`src/rtl/pulp_icache_fetch_arb_pkg.sv`:
```
// Shared types and helpers for the icache fetch-port arbiter.
package pulp_icache_fetch_arb_pkg;

  localparam int unsigned PerfCntWidth  = 16;
  localparam int unsigned DefaultNumReq = 4;

  // Index width for n entries; a single entry still needs one bit.
  function automatic int unsigned idx_width(input int unsigned n);
    return (n > 1) ? $clog2(n) : 1;
  endfunction

  typedef logic [idx_width(DefaultNumReq)-1:0] idx_t;

  typedef enum logic {
    LockIdle = 1'b0,
    LockHeld = 1'b1
  } lock_state_e;

endpackage

```
`src/rtl/pulp_icache_fetch_arb_id_fifo.sv`:
```
// In-order FIFO of requester indices for granted-but-unanswered fetches.
// Registered head only (no fall-through); synchronous active-high reset.
module pulp_icache_fetch_arb_id_fifo
  import pulp_icache_fetch_arb_pkg::*;
#(
  parameter int unsigned Width = $bits(idx_t),
  parameter int unsigned Depth = 2
) (
  input  logic             clk_i,
  input  logic             rst_i,
  input  logic             push_i,
  input  logic [Width-1:0] data_i,
  input  logic             pop_i,
  output logic             full_o,
  output logic             empty_o,
  output logic [Width-1:0] head_o
);

  localparam int unsigned PtrW = idx_width(Depth);
  localparam int unsigned CntW = $clog2(Depth + 1);

  logic [Width-1:0] mem_q [Depth];
  logic [PtrW-1:0]  wr_ptr_q, rd_ptr_q;
  logic [CntW-1:0]  count_q;
  logic             push_ok, pop_ok;

  assign full_o  = (count_q == CntW'(Depth));
  assign empty_o = (count_q == '0);
  assign head_o  = mem_q[rd_ptr_q];

  assign push_ok = push_i & ~full_o;
  assign pop_ok  = pop_i & ~empty_o;

  always_ff @(posedge clk_i) begin
    if (rst_i) begin
      wr_ptr_q <= '0;
      rd_ptr_q <= '0;
      count_q  <= '0;
    end else begin
      if (push_ok) begin
        wr_ptr_q <= (wr_ptr_q == PtrW'(Depth - 1)) ? '0 : wr_ptr_q + 1'b1;
      end
      if (pop_ok) begin
        rd_ptr_q <= (rd_ptr_q == PtrW'(Depth - 1)) ? '0 : rd_ptr_q + 1'b1;
      end
      // Simultaneous push and pop leaves the occupancy unchanged.
      case ({push_ok, pop_ok})
        2'b10:   count_q <= count_q + 1'b1;
        2'b01:   count_q <= count_q - 1'b1;
        default: count_q <= count_q;
      endcase
    end
  end

  always_ff @(posedge clk_i) begin
    if (push_ok) begin
      mem_q[wr_ptr_q] <= data_i;
    end
  end

endmodule

```
`src/rtl/pulp_icache_fetch_arb.sv`:
```
// Round-robin arbiter sharing one icache fetch port between NumReq requesters.
// Optional stall counters are built when PULP_ICACHE_FETCH_ARB_PERF_EN is defined.
module pulp_icache_fetch_arb
  import pulp_icache_fetch_arb_pkg::*;
#(
  parameter int unsigned NumReq         = 4,
  parameter int unsigned AddrWidth      = 32,
  parameter int unsigned DataWidth      = 32,
  parameter int unsigned MaxOutstanding = 2
) (
  input  logic                                 clk_i,
  input  logic                                 rst_i,
  input  logic [NumReq-1:0]                    req_i,
  input  logic [NumReq-1:0][AddrWidth-1:0]     addr_i,
  output logic [NumReq-1:0]                    gnt_o,
  output logic [NumReq-1:0]                    rvalid_o,
  output logic [NumReq-1:0][DataWidth-1:0]     rdata_o,
  output logic [NumReq-1:0]                    rerror_o,
  output logic                                 cache_req_o,
  output logic [AddrWidth-1:0]                 cache_addr_o,
  input  logic                                 cache_gnt_i,
  input  logic                                 cache_rvalid_i,
  input  logic [DataWidth-1:0]                 cache_rdata_i,
  input  logic                                 cache_rerror_i,
  output logic                                 proto_err_o
`ifdef PULP_ICACHE_FETCH_ARB_PERF_EN
  ,
  input  logic                                 clr_cnt_i,
  output logic [NumReq-1:0][PerfCntWidth-1:0] stall_cnt_o
`endif
);

  localparam int unsigned IdxW = idx_width(NumReq);
  typedef logic [IdxW-1:0] req_idx_t;

  // Handshake semantics on both sides: a transfer happens in the cycle where
  // req and gnt are both high; rvalid is a one-cycle pulse, in issue order.
  lock_state_e      lock_state_q;
  req_idx_t         lock_idx_q;
  req_idx_t         rr_q;
  logic             proto_err_q;

  req_idx_t         winner, cand, sel, head;
  logic             found, locked, avail, handshake, pop, spurious;
  logic             fifo_full, fifo_empty;
  logic [NumReq-1:0] sel_oh, head_oh;

  assign locked = (lock_state_q == LockHeld);

  // First requester at or after the round-robin pointer, wrapping.
  always_comb begin
    winner = rr_q;
    cand   = '0;
    found  = 1'b0;
    for (int unsigned i = 0; i < NumReq; i++) begin
      cand = req_idx_t'((32'(rr_q) + i) % NumReq);
      if (!found && req_i[cand]) begin
        winner = cand;
        found  = 1'b1;
      end
    end
  end

  assign sel       = locked ? lock_idx_q : winner;
  assign avail     = ~fifo_full;
  assign handshake = cache_req_o & cache_gnt_i;
  assign pop       = ~rst_i & cache_rvalid_i & ~fifo_empty;
  assign spurious  = cache_rvalid_i & fifo_empty;

  always_comb begin
    sel_oh       = '0;
    sel_oh[sel]  = 1'b1;
    head_oh      = '0;
    head_oh[head] = 1'b1;
  end

  assign cache_req_o  = ~rst_i & avail & (locked | (|req_i));
  assign cache_addr_o = rst_i ? '0 : addr_i[sel];
  assign gnt_o        = handshake ? sel_oh : '0;
  assign rvalid_o     = pop ? head_oh : '0;
  assign rerror_o     = (pop & cache_rerror_i) ? head_oh : '0;
  assign proto_err_o  = proto_err_q;

  always_comb begin
    for (int unsigned i = 0; i < NumReq; i++) begin
      rdata_o[i] = rst_i ? '0 : cache_rdata_i;
    end
  end

  pulp_icache_fetch_arb_id_fifo #(
    .Width (IdxW),
    .Depth (MaxOutstanding)
  ) u_id_fifo (
    .clk_i   (clk_i),
    .rst_i   (rst_i),
    .push_i  (handshake),
    .data_i  (sel),
    .pop_i   (pop),
    .full_o  (fifo_full),
    .empty_o (fifo_empty),
    .head_o  (head)
  );

  // Lock keeps an ungranted request stable; a requester dropping it releases.
  always_ff @(posedge clk_i) begin
    if (rst_i) begin
      lock_state_q <= LockIdle;
      lock_idx_q   <= '0;
      rr_q         <= '0;
      proto_err_q  <= 1'b0;
    end else begin
      if (spurious) begin
        proto_err_q <= 1'b1;
      end
      if (handshake) begin
        rr_q         <= (sel == req_idx_t'(NumReq - 1)) ? '0 : sel + 1'b1;
        lock_state_q <= LockIdle;
      end else if (locked && !req_i[lock_idx_q]) begin
        lock_state_q <= LockIdle;
      end else if (cache_req_o && !cache_gnt_i) begin
        lock_state_q <= LockHeld;
        lock_idx_q   <= sel;
      end
    end
  end

`ifdef PULP_ICACHE_FETCH_ARB_PERF_EN
  logic [NumReq-1:0][PerfCntWidth-1:0] stall_cnt_q;

  // Clear has priority over counting; counters saturate at all-ones.
  always_ff @(posedge clk_i) begin
    if (rst_i || clr_cnt_i) begin
      stall_cnt_q <= '0;
    end else begin
      for (int unsigned i = 0; i < NumReq; i++) begin
        if (req_i[i] && !gnt_o[i] && (stall_cnt_q[i] != '1)) begin
          stall_cnt_q[i] <= stall_cnt_q[i] + 1'b1;
        end
      end
    end
  end

  assign stall_cnt_o = stall_cnt_q;
`endif

endmodule

```
`config.mk`:
```
export PLATFORM = sky130hd
export DESIGN_NAME = pulp_icache_fetch_arb
export DESIGN_NICKNAME = d
export VERILOG_FILES = /design/src/rtl/pulp_icache_fetch_arb_pkg.sv /design/src/rtl/pulp_icache_fetch_arb_id_fifo.sv /design/src/rtl/pulp_icache_fetch_arb.sv
export SDC_FILE = /design/constraint.sdc
export NUM_CORES = 1
export LEC_CHECK = 0
export CAP_MARGIN = 20
export CELL_PAD_IN_SITES_DETAIL_PLACEMENT = 2
export CELL_PAD_IN_SITES_GLOBAL_PLACEMENT = 2
export CORE_MARGIN = 10
export CORE_UTILIZATION = 17
export CTS_CLUSTER_SIZE = 14
export DETAILED_ROUTE_END_ITERATION = 6
export PLACE_DENSITY = 0.89
export SLEW_MARGIN = 30
export SYNTH_ARGS = -nofsm -noshare
export SYNTH_HDL_FRONTEND = slang
export SYNTH_HIERARCHICAL = 1
export SYNTH_SLANG_ARGS = --single-unit
```
`constraint.sdc`:
```
create_clock -name clk_i -period 2.7 [get_ports clk_i]
set_clock_uncertainty 0.05 [all_clocks]
set_input_delay 0.54 -clock clk_i [delete_from_list [all_inputs] [get_ports clk_i]]
set_output_delay 0.54 -clock clk_i [all_outputs]
set_load 0.05 [all_outputs]
```
==> results of run 1 <==
[what timing repair did]
action,4_1_cts,5_1_grt
pin swaps,18,13
buffers inserted,10,2
hold buffers,0,0
cloned,6,0
endpoints found under the setup margin,38,40
resized for setup,152,58
[stage by stage]
| stage | cell area (µm²) | TNS, ns | total power [mW] | hold slack [ns] |
|---|---|---|---|---|
| after floorplan | 4960 | -1.93 | 1.85 | 0.402 |
| after global placement | 9890 | -19.93 | 3.03 | 0.405 |
| after detailed placement | 9890 | -24.99 | 3.11 | 0.415 |
| after CTS | 10700 | -5.86 | 3.70 | 0.426 |
| after global routing | 11000 | -6.25 | 3.95 | 0.455 |
| final | 11000 | -4.02 | 3.78 | 0.422 |
[registers in the layout, indices dropped and copies added, names as in the netlist, named ones only]
name,cells
u_id_fifo/mem_q,4
lock_idx_q,2
rr_q,2
u_id_fifo/count_q,2
lock_state_q,1
proto_err_o,1
u_id_fifo/rd_ptr_q,1
u_id_fifo/wr_ptr_q,1
[logic make-up (layout without fill, tap and decap cells)]
kind of cell / after synthesis / in the layout / share of synthesized area
AOI/OAI and AO/OA: 150 / 150 / 0.274
muxes: 4 / 4 / 0.0118
xor gates and xnor gates: 3 / 3 / 0.00561
and+or+nand+nor: 277 / 278 / 0.369
DFF: 15 / 15 / 0.0727
adders and majority gates: 5 / 5 / 0.0134
buffers and inverters: 210 / 474 / 0.253
[placed cells by master (no fill, tap or decap), types with 30 or more instances in the layout]
| cell | instances |
|---|---|
| o21ai_0 | 34 |
| nand2b_1 | 36 |
| nor3_1 | 45 |
| inv_1 | 36 |
| clkdlybuf4s50_1 | 164 |
| a22oi_1 | 32 |
| nand4_1 | 32 |
| nor2b_1 | 33 |
| buf_12 | 157 |
| o221ai_4 | 30 |
| nand4b_1 | 32 |
| buf_4 | 60 |
| nor3b_1 | 32 |
[critical path, delay by kind of cell]
kind | cells | cell delay [ns]
simple gates | 2 | 0.69
buf+inv | 3 | 0.56
compound gates | 3 | 0.52
[power breakdown]
part	leakage [nW]	switching (mW)	internal [mW]
registers	0.129	0.0252	0.250
logic	3.84	1.80	1.42
clock network	0.0382	0.0839	0.199
total	4.01	1.91	1.87
[routing by layer]
layer  part of all wire  track usage  vias up
li1                   -            -     2901
met1               0.36        0.188     3225
met2               0.58        0.380      230
met3              0.058       0.0322       19
met4             0.0060       0.0123        0
met5                  0            0        -
[area by class of cell]
cell class                      instances  area share
Clock buffer                            4     0.00718
Multi-Input combinational cell        440       0.370
Tap cell                              341      0.0389
Timing Repair Buffer                  430       0.538
Sequential cell                        15      0.0314
Inverter                               40      0.0141
[worst max-delay path by stage]
stage / end / from / slack [ns]
5_1_grt: cache_addr_o[10] / req_i[3] / -0.30
3_3_place_gp: cache_addr_o[17] / req_i[0] / -0.66
4_1_cts: cache_addr_o[23] / req_i[1] / -0.20
3_5_place_dp: cache_addr_o[23] / req_i[1] / -0.79
6_report: cache_addr_o[10] / req_i[3] / -0.21
2_1_floorplan: cache_addr_o[24] / req_i[0] / -0.25
==> results.cfg, run 1 <==
[yosys]
yosysMostFrequentCell = buf_4
syn_nets = 838
synth.avg_cell_area_um2 = 7.05
synth_flop_cell = dfxtp_1
ys_top_cells_by_count = 96 x buf_4, 67 x nor3_1, 64 x clkbuf_1
ys_ff_latch = 15
synth_top_area_frac = 0.154
netlist_area_mm2 = 0.00468
synth_top_area_cell = buf_4
synth_warnings = 6
synth_area_leaders = buf_4 15%, o221ai_2 8.7%, nor3_1 7.2%, a2111oi_0 6.0%, nand4b_1 6.0%
synth.distinct_cells = 48
synth-edff-count = 4
seq_area_frac_synth = 0.0727
synthCells = 664
ys_async_sr_fraction = 0

[route]
antenna_left = 0
vias = 6375
routedWlPerCell_um = 27.0
viasPerCell = 5.02
first_iter_violations = 290
wirelength_mm = 34.3
post-route-drc-count = 0
first_pass_iters = 7

[run_status]
run_status = finished, violations left
violations = negative setup slack

[setup_path]
crit_path_end_kind = output pin
reg2reg_to = u_id_fifo/mem_q[0][1]
arrival_ns = 2.32
rr_worst_depth = 8
cpPeakStageDelay_ns = 0.51
path_max_fanout = 21
start_kind = input port
required_ns = 2.11
rrSetupSlack_ns = 0.35
path_class = input port to output pin
path_cells = clkbuf_4 -> nor2_1 -> o21a_2 -> buf_12 -> a2111oi_2 -> nor3_1 -> o221ai_4 -> buf_6
reg2reg_from = lock_state_q
slowest_stage = nor3_1

[finish]
area_delta_synth_final_pct = 134
utilization = 0.406
diodes = 0
seqCellArea_um2 = 344
multi_input_area_mm2 = 0.00406
layout.cells.non_filler = 1270
fill_cells = 2759
nets = 1104
drive_above_1_share = 0.424

[clocking]
htree_levels = 1
cts_root_buffer = clkbuf_16
cts_sinks = 15
clk_path_buf_depth = 2
cts_tree = built
cts_buffers = 3
clkTransAtPathRegs_ns = 0.05
clock_latency_ns = 0.24

[global_route]
grt_util_all_layers = 0.182
grt_pass1_vias = 7279
antenna_found_initial = 0
grt_max_degree = 43
globalRouteOverflowTotal = 0
grt_first_pass_wirelength_mm = 48.5

[placed_design]
dp.cells = 1251
port_buffers = 342
gp_congestion = 0.783
dp_hpwl_mm = 26.2
place_ws_ns = -0.786

[floorplanning]
die_area_mm2 = 0.0346
rows = 60
start_util = 0.173
fp.dieW_um = 186
die_h_um = 186
ios = 343
core_mm2 = 0.0270

[timing]
period_needed_ns = 2.91
slew_headroom = 0.363
finalSetupViolations = 36
fmax_mhz = 343
rsz0062_at_grt = true
tightest_slew_ns = 0.953
maxSlewViolCount = 0
finalHoldViolations = 0
setup_slack_ns = -0.213
post-route-period-util = 1.08

[run]
cap_viol_max_count = 0

[hold_path]
hold_path_startpoint = proto_err_o
worstHoldEndpoint = proto_err_o
min_path_cells = 2
hold_path_class = flop to flop

[power_and_ir_drop]
p_leak_nw = 4.01
irDropWorstVdd_mv = 0.167
power.density_mw_per_mm2 = 344
Power figures use the tool's default switching activity.
==> inputs of run 2 (changes only) <==
ABC_CLOCK_PERIOD_IN_PS = 2700   (was not set)
==> results of run 2 <==
No change in the layout: final DEF, timing and power equal those of run 1.
